`src/rtl/pbit_weight_loader.sv`:
```
// Serial-to-parallel loader for p-bit coupling weights (J) and biases (h).
// Optional macro WEIGHT_CHECKSUM_EN adds a trailing XOR checksum beat verified before DONE.
module pbit_weight_loader #(
  parameter int NUM_PBITS   = 16,
  parameter int NUM_NEIGH   = 6,
  parameter int J_BIT_WIDTH = 10,
  parameter int H_BIT_WIDTH = 10,
  parameter int DATA_W      = (J_BIT_WIDTH > H_BIT_WIDTH) ? J_BIT_WIDTH : H_BIT_WIDTH
) (
  input  logic                                     clk,
  input  logic                                     rst,
  input  logic                                     load_start,
  input  logic                                     wr_valid,
  output logic                                     wr_ready,
  input  logic [DATA_W-1:0]                        wr_data,
  output logic [NUM_PBITS*NUM_NEIGH*J_BIT_WIDTH-1:0] J_flat,
  output logic [NUM_PBITS*H_BIT_WIDTH-1:0]         h_flat,
  output logic                                     weight_load_DONE,
  output logic                                     load_busy,
  output logic                                     load_err
);

  localparam int PW = (NUM_PBITS > 1) ? $clog2(NUM_PBITS) : 1;

`ifdef WEIGHT_CHECKSUM_EN
  typedef enum logic [1:0] {IDLE, LOAD, CHECK, DONE} state_t;
`else
  typedef enum logic [1:0] {IDLE, LOAD, DONE} state_t;
`endif

  state_t          state_q, state_d;
  logic [2:0]      slot_q, slot_d;
  logic [PW-1:0]   pbit_q, pbit_d;
  logic            load_err_q, load_err_d;
  logic            wr_ready_q, load_busy_q, done_q;
  logic            ready_d;
  logic            we;
  logic            accept;

  assign accept = wr_valid && wr_ready_q;

`ifdef WEIGHT_CHECKSUM_EN
  logic [DATA_W-1:0] xor_q, xor_d;
`endif

  always_comb begin
    state_d    = state_q;
    slot_d     = slot_q;
    pbit_d     = pbit_q;
    load_err_d = load_err_q;
    we         = 1'b0;
`ifdef WEIGHT_CHECKSUM_EN
    xor_d      = xor_q;
`endif
    if (load_start) begin
      // A start pulse always (re)opens a load and discards any beat in the same cycle.
      state_d    = LOAD;
      slot_d     = '0;
      pbit_d     = '0;
      load_err_d = 1'b0;
`ifdef WEIGHT_CHECKSUM_EN
      xor_d      = '0;
`endif
    end else begin
      case (state_q)
        LOAD: begin
          if (accept) begin
            we = 1'b1;
`ifdef WEIGHT_CHECKSUM_EN
            xor_d = xor_q ^ wr_data;
`endif
            if (slot_q == 3'(NUM_NEIGH)) begin
              slot_d = '0;
              if (pbit_q == PW'(NUM_PBITS - 1)) begin
                pbit_d  = '0;
`ifdef WEIGHT_CHECKSUM_EN
                state_d = CHECK;
`else
                state_d = DONE;
`endif
              end else begin
                pbit_d = pbit_q + 1'b1;
              end
            end else begin
              slot_d = slot_q + 3'd1;
            end
          end
        end
`ifdef WEIGHT_CHECKSUM_EN
        CHECK: begin
          if (accept) begin
            if (wr_data == xor_q) begin
              state_d = DONE;
            end else begin
              state_d    = IDLE;
              load_err_d = 1'b1;
            end
          end
        end
`endif
        DONE: begin
          if (wr_valid) load_err_d = 1'b1;
        end
        default: ;
      endcase
    end
    ready_d = (state_d == LOAD);
`ifdef WEIGHT_CHECKSUM_EN
    ready_d = ready_d || (state_d == CHECK);
`endif
  end

  always_ff @(posedge clk or posedge rst) begin
    if (rst) begin
      state_q     <= IDLE;
      slot_q      <= '0;
      pbit_q      <= '0;
      load_err_q  <= 1'b0;
      wr_ready_q  <= 1'b0;
      load_busy_q <= 1'b0;
      done_q      <= 1'b0;
    end else begin
      state_q     <= state_d;
      slot_q      <= slot_d;
      pbit_q      <= pbit_d;
      load_err_q  <= load_err_d;
      wr_ready_q  <= ready_d;
      load_busy_q <= ready_d;
      done_q      <= (state_d == DONE);
    end
  end

`ifdef WEIGHT_CHECKSUM_EN
  always_ff @(posedge clk or posedge rst) begin
    if (rst) xor_q <= '0;
    else     xor_q <= xor_d;
  end
`endif

  assign wr_ready         = wr_ready_q;
  assign load_busy        = load_busy_q;
  assign weight_load_DONE = done_q;
  assign load_err         = load_err_q;

  // Register file: slots 0..NUM_NEIGH-1 hold J, slot NUM_NEIGH holds h.
  for (genvar gi = 0; gi < NUM_PBITS; gi++) begin : g_pbit
    for (genvar gn = 0; gn < NUM_NEIGH; gn++) begin : g_j
      logic [J_BIT_WIDTH-1:0] j_q;
      always_ff @(posedge clk or posedge rst) begin
        if (rst)
          j_q <= '0;
        else if (we && pbit_q == PW'(gi) && slot_q == 3'(gn))
          j_q <= wr_data[J_BIT_WIDTH-1:0];
      end
      assign J_flat[(gi*NUM_NEIGH+gn)*J_BIT_WIDTH +: J_BIT_WIDTH] = j_q;
    end
    logic [H_BIT_WIDTH-1:0] h_q;
    always_ff @(posedge clk or posedge rst) begin
      if (rst)
        h_q <= '0;
      else if (we && pbit_q == PW'(gi) && slot_q == 3'(NUM_NEIGH))
        h_q <= wr_data[H_BIT_WIDTH-1:0];
    end
    assign h_flat[gi*H_BIT_WIDTH +: H_BIT_WIDTH] = h_q;
  end

endmodule
```
`config.mk`:
```
export PLATFORM = sky130hd
export DESIGN_NAME = pbit_weight_loader
export DESIGN_NICKNAME = d
export VERILOG_FILES = /design/src/rtl/pbit_weight_loader.sv
export SDC_FILE = /design/constraint.sdc
export NUM_CORES = 2
export LEC_CHECK = 0
export ABC_AREA = 1
export CORE_AREA = 2 2 448 450
export DETAILED_ROUTE_END_ITERATION = 10
export DIE_AREA = 0 0 450 452
export PLACE_DENSITY = 0.42
export SLEW_MARGIN = 20
export SYNTH_ARGS = -nofsm -noshare
export SYNTH_HDL_FRONTEND = slang
export SYNTH_SLANG_ARGS = --single-unit
```
`constraint.sdc`:
```
create_clock -name clk -period 45 [get_ports clk]
set_input_delay 9 -clock clk [delete_from_list [all_inputs] [get_ports clk]]
set_output_delay 9 -clock clk [all_outputs]
set_load 0.005 [all_outputs]
```
# After elaboration in Yosys (flattened, before gate mapping)
# Cells that the tools add are included.
# word_totals
ff_bits,1132
input_bits,14
output_inout_bits,1124
word_cells,304
# classes
n_addsub,2
n_eq_ne,25
n_mux,20
reduce_logical,139
# op_table
operator,n
logical AND 1 bit,129
"== test 4 bit, second input constant",8
2-to-1 mux 4 bit,5
"== test 4 x 3 -> 1 bit, second input constant",4
2-to-1 mux 3 bit,4
2-to-1 mux 2 bit,5
nonzero test 2 bit,5
"== test 3 bit, second input constant",3
"== test 4 x 2 -> 1 bit, second input constant",2
"== test 3 x 2 -> 1 bit, second input constant",2
2-to-1 mux 1 bit,6
"adder 4 x 1 -> 4 bit, second input constant",1
"== test 2 x 1 -> 1 bit, second input constant",2
"== test 2 bit, second input constant",2
"== test 4 x 1 -> 1 bit, second input constant",1
logical NOT 4 bit,1
AND reduction 2 bit,2
"adder 3 x 1 -> 3 bit, second input constant",1
"== test 3 x 1 -> 1 bit, second input constant",1
logical NOT 3 bit,1
AND reduction 3 bit,1

# Depth between registers and ports, before layout
# logic_depth
word_depth,7
depth_mapped,10
depth_no_buf,8

# Worst setup path before layout
# OpenSTA, ideal clock, no wires.
# synth_timing
kind,input to register
from,input wr_valid
to,register g_pbit[3].g_j[3].j_q[0]
setup_time_ns,0.118
arrival_time_ns,10.012
t_required_ns,44.882
setup_slack_ns,34.870
stages,9
path_buffers,2
cell_sequence,nand2_1 > nor2_4 > nand2_4 > inv_4 > buf_6 > buf_6 > nand3_2 > nand2_1 > nand2_1
# synth_between
elab_chain_cells,6
# synth_lines
item,line_no,source
start: declaration,13,"input logic wr_valid,"
logical AND 1 bit,40,assign accept = wr_valid && wr_ready_q;
2-to-1 mux 1 bit,67,if (accept) begin
2-to-1 mux 1 bit,65,case (state_q)
2-to-1 mux 1 bit,55,if (load_start) begin
logical AND 1 bit (2 in series),152,else if (we && pbit_q == PW'(gi) && slot_q == 3'(gn))
end signal: assignment,153,j_q <= wr_data[J_BIT_WIDTH-1:0];
end: declaration,148,logic [J_BIT_WIDTH-1:0] j_q;
# No other way between the ends.
# A chain may end at the register's enable or synchronous reset.

==> run summary <==
Status = finished clean
Post-synthesis compound-gate area fraction = 0.00108
Routed WL = 233,000 µm
DRC violations left = 0
Via/cell ratio = 4.84
Fin Hold WS = 0.466 ns
Core area = 199,000 µm²
Dpl cells = 8,581
Clk Latency, worst-skew pair = 0.82 ns
FF+latch area = 28,300 µm²
Port-buffer cells = 1,137
CP cell instances = clkdlybuf4s50_1 > inv_8 > buf_4 > buf_4 > buf_4 > buf_4 > buf_4 > buf_4
Area grow syn2layout = 35.7%
Top Ports = 1,138
Max Root-Sink Buffers = 3
CP startpoint kind = input port
Number of global-route vias before repair = 41,310
Placed wire-length estimate = 147,000 µm
Synth Warn # = 0
CTS Buf Count = 141
Min Tclk post-route = 14.00 ns
Cell count after synthesis = 5,196
Synthesized cell area = 48,500 µm²
Crit path kind = input port to asynchronous set/reset pin
Post-route insts no fill = 8,829
Worst setup EP type = asynchronous set/reset pin
Path type of the worst min-delay path = flip-flop to flip-flop
Pwr dens = 35.1 nW/µm²
Max FO, Critical Path = 117
Lkg Pwr = 31.8 nW
Slew @ Worst Pin = 1.07 ns
Total track usage = 0.222
Tot Pwr = 0.00231 W
TritonCTS clock tree = built
Initial antenna violation count = 6
CP bufs+invs = 8
Clk pwr share = 0.487
Root buffer cell = clkbuf_16
Final Hold Viols = 0
Slowest-stage cell, CP = buf_4
Crit-path most repeated cell = buf_4
Simple-gate share of the synthesized area = 0.355
Maximum VDD drop = 0.0000350 V
Postcts setup bufs = 0
Period Utilization, post-route = 0.311
Switching portion of total power = 0.263
Sequential cell fraction of total power = 0.449
Yosys top cell by area = dfrtp_1
CTS resizes = 0
Logic pwr share = 0.064
CTS Sinks = 1,132
Wire per inst = 26.4 µm
Starting Density = 0.244
Share of layout cells above drive strength 1 = 0.0726
RSZ-0062 raised after global routing = no
#FFs+latches synth = 1,132
Via count = 42,765
CTS H-tree depth = 4
Post-Synth Adder-Cell Area = 0.00129
Post-Synth XOR/XNOR Area = 0.000361
Layout fillers = 20,563
Worst stage delay on the critical path = 0.78 ns
Max Slew Vio Count = 0
Syn Area/Cell = 9.33 µm²
TNS Setup = 0 ns
Switching pwr = 0.000608 W
Max Fclk = 71.4 MHz
Multi-input logic area = 17,400 µm²
CTS Hold Buffers Added = 0
Worst path top cell family by delay = buffers and inverters
Die W = 450 µm
Multiplexer share of the synthesized area = 0
Die area = 203,000 µm²
1st-iter DRT viols = 3,761
Site row count = 164
Internal Pwr Total = 0.00170 W
GRT overflow = 0
Synth top area cells = dfrtp_1 (58%), nand2_1 (17%), nand4_1 (12%)
Final nets = 6,087
Largest family of logic cells by synthesized area = simple AND/OR/NAND/NOR gates
Sequential share of the synthesized area = 0.584
Post-synth top area share = 0.584
First-pass GRT wire length = 330,000 µm
Final Setup Violations = 0
Clock Skew = 0.0369 ns
Largest net degree at the start of global routing = 183
Routed Antenna Nets = 0
Distinct cells, synth = 29
Die height = 452 µm
Drt pass-1 iters = 6
MaxCap Viol Count = 0
Syn nets = 5,215
Clock transition at path regs = 0.05 ns
Max-slew headroom = 0.286
Gp weighted congestion = 0.807
Worst EP required = 45.82 ns
Arrival @ worst endpoint = 14.82 ns
[worst reg2reg max path, cell delays in order (launching register included)]
cell	delay [ns]
dfrtp_1	0.40
nand2_1	0.15
nor2_4	0.16
nand2_4	0.14
inv_16	0.57
buf_4	0.87
buf_4	0.84
buf_12	0.62
buf_12	0.75
nand3_4	0.59
nand2_1	0.14
nand2_1	0.06
[state kept, by name, indices dropped and copies added (netlist names)]
register and count:
g_pbit.g_j.j_q 960, g_pbit.h_q 160, load_busy 1, load_err 1, pbit_q 4, slot_q 3
state_q 2, weight_load_DONE 1
[synthesized netlist by cell type, drive strengths merged]
master and number:
o21ai 6, ha 5, dfrtp 1132, clkinv 2, xor2 2, nor2 25, a21oi 2, clkbuf 185
buf 311, nand4 900, o22ai 2, nand2 2269, inv 19, nor3 2, or2 1, nand3 333
[routing by layer]
| metal | track usage | up-vias | share of wire |
|---|---|---|---|
| met2 | 0.363 | 1447 | 0.48 |
| met1 | 0.275 | 21605 | 0.41 |
| met3 | 0.0549 | 339 | 0.066 |
| met5 | 0 | - | 0.000034 |
| met4 | 0.101 | 2 | 0.046 |
| li1 | - | 19372 | - |
[power by group through the flow]
stage / registers (W) / clock network [W] / logic, W
floorplan: 0.00106 / 0 / 0.0000760
global placement: 0.00106 / 0 / 0.000151
detailed placement: 0.00106 / 0 / 0.000152
CTS: 0.00104 / 0.00116 / 0.000152
global route: 0.00104 / 0.00120 / 0.000159
finish: 0.00104 / 0.00113 / 0.000148
[per-stage QoR]
step | utilization | worst slack [ns] | area [µm²]
2_1_floorplan | - | 4.12 | 48500
3_3_place_gp | 0.309 | 29.90 | 61300
3_5_place_dp | 0.309 | 29.88 | 61300
4_1_cts | 0.331 | 30.80 | 65800
5_1_grt | 0.331 | 30.20 | 65800
6_report | 0.331 | 31.00 | 65800
[worst paths after layout]
check	start	endpoint	slack, ns	cells after the start
max in group clk	wr_valid	g_pbit[13].g_j[4].j_q[3]$_DFFE_PP0P_	31.34	12
max	rst	g_pbit[9].g_j[5].j_q[8]$_DFFE_PP0P_	31.00	8
min reg2reg	g_pbit[12].g_j[2].j_q[6]$_DFFE_PP0P_	g_pbit[12].g_j[2].j_q[6]$_DFFE_PP0P_	0.47	2
min in group asynchronous	rst	g_pbit[15].g_j[1].j_q[0]$_DFFE_PP0P_	8.71	2
min	g_pbit[12].g_j[2].j_q[6]$_DFFE_PP0P_	g_pbit[12].g_j[2].j_q[6]$_DFFE_PP0P_	0.47	2
max reg2reg	load_busy$_DFF_PP0_	g_pbit[13].g_j[4].j_q[3]$_DFFE_PP0P_	39.60	11
[cells in the final DEF (no fill, tap or decap), drive strengths merged]
| master | netlist | routed |
|---|---|---|
| clkbuf | 185 | 215 |
| clkinv | 2 | 27 |
| buf | 311 | 98 |
| ha | 5 | 5 |
| bufinv | 0 | 1 |
| or2 | 1 | 1 |
| xor2 | 2 | 2 |
| inv | 19 | 24 |
| nor3 | 2 | 2 |
| nand2 | 2269 | 2269 |
| o22ai | 2 | 2 |
| a21oi | 2 | 2 |
| nor2 | 25 | 25 |
| nand4 | 900 | 900 |
| clkdlybuf4s50 | 0 | 1127 |
| dfrtp | 1132 | 1132 |
| o21ai | 6 | 6 |
| nand3 | 333 | 333 |
| diode | 0 | 2 |
[cell families (layout without fill, tap and decap cells)]
| group | count (synthesis) | count (layout) |
|---|---|---|
| other cells | 0 | 2 |
| buf+inv | 517 | 1492 |
| simple gates | 3530 | 3530 |
| xor+xnor | 2 | 2 |
| fa+ha+maj | 5 | 5 |
| compound gates | 10 | 10 |
| flops | 1132 | 1132 |
[area by class of cell]
class	count	share of cell area
Sequential cell	1132	0.430
Timing Repair Buffer	1225	0.185
Clock buffer	215	0.0626
Inverter	21	0.00156
Tap cell	2656	0.0505
Antenna cell	2	0.0000760
Clock inverter	31	0.00591
Multi-Input combinational cell	3547	0.264
Power figures use the tool's default switching activity.
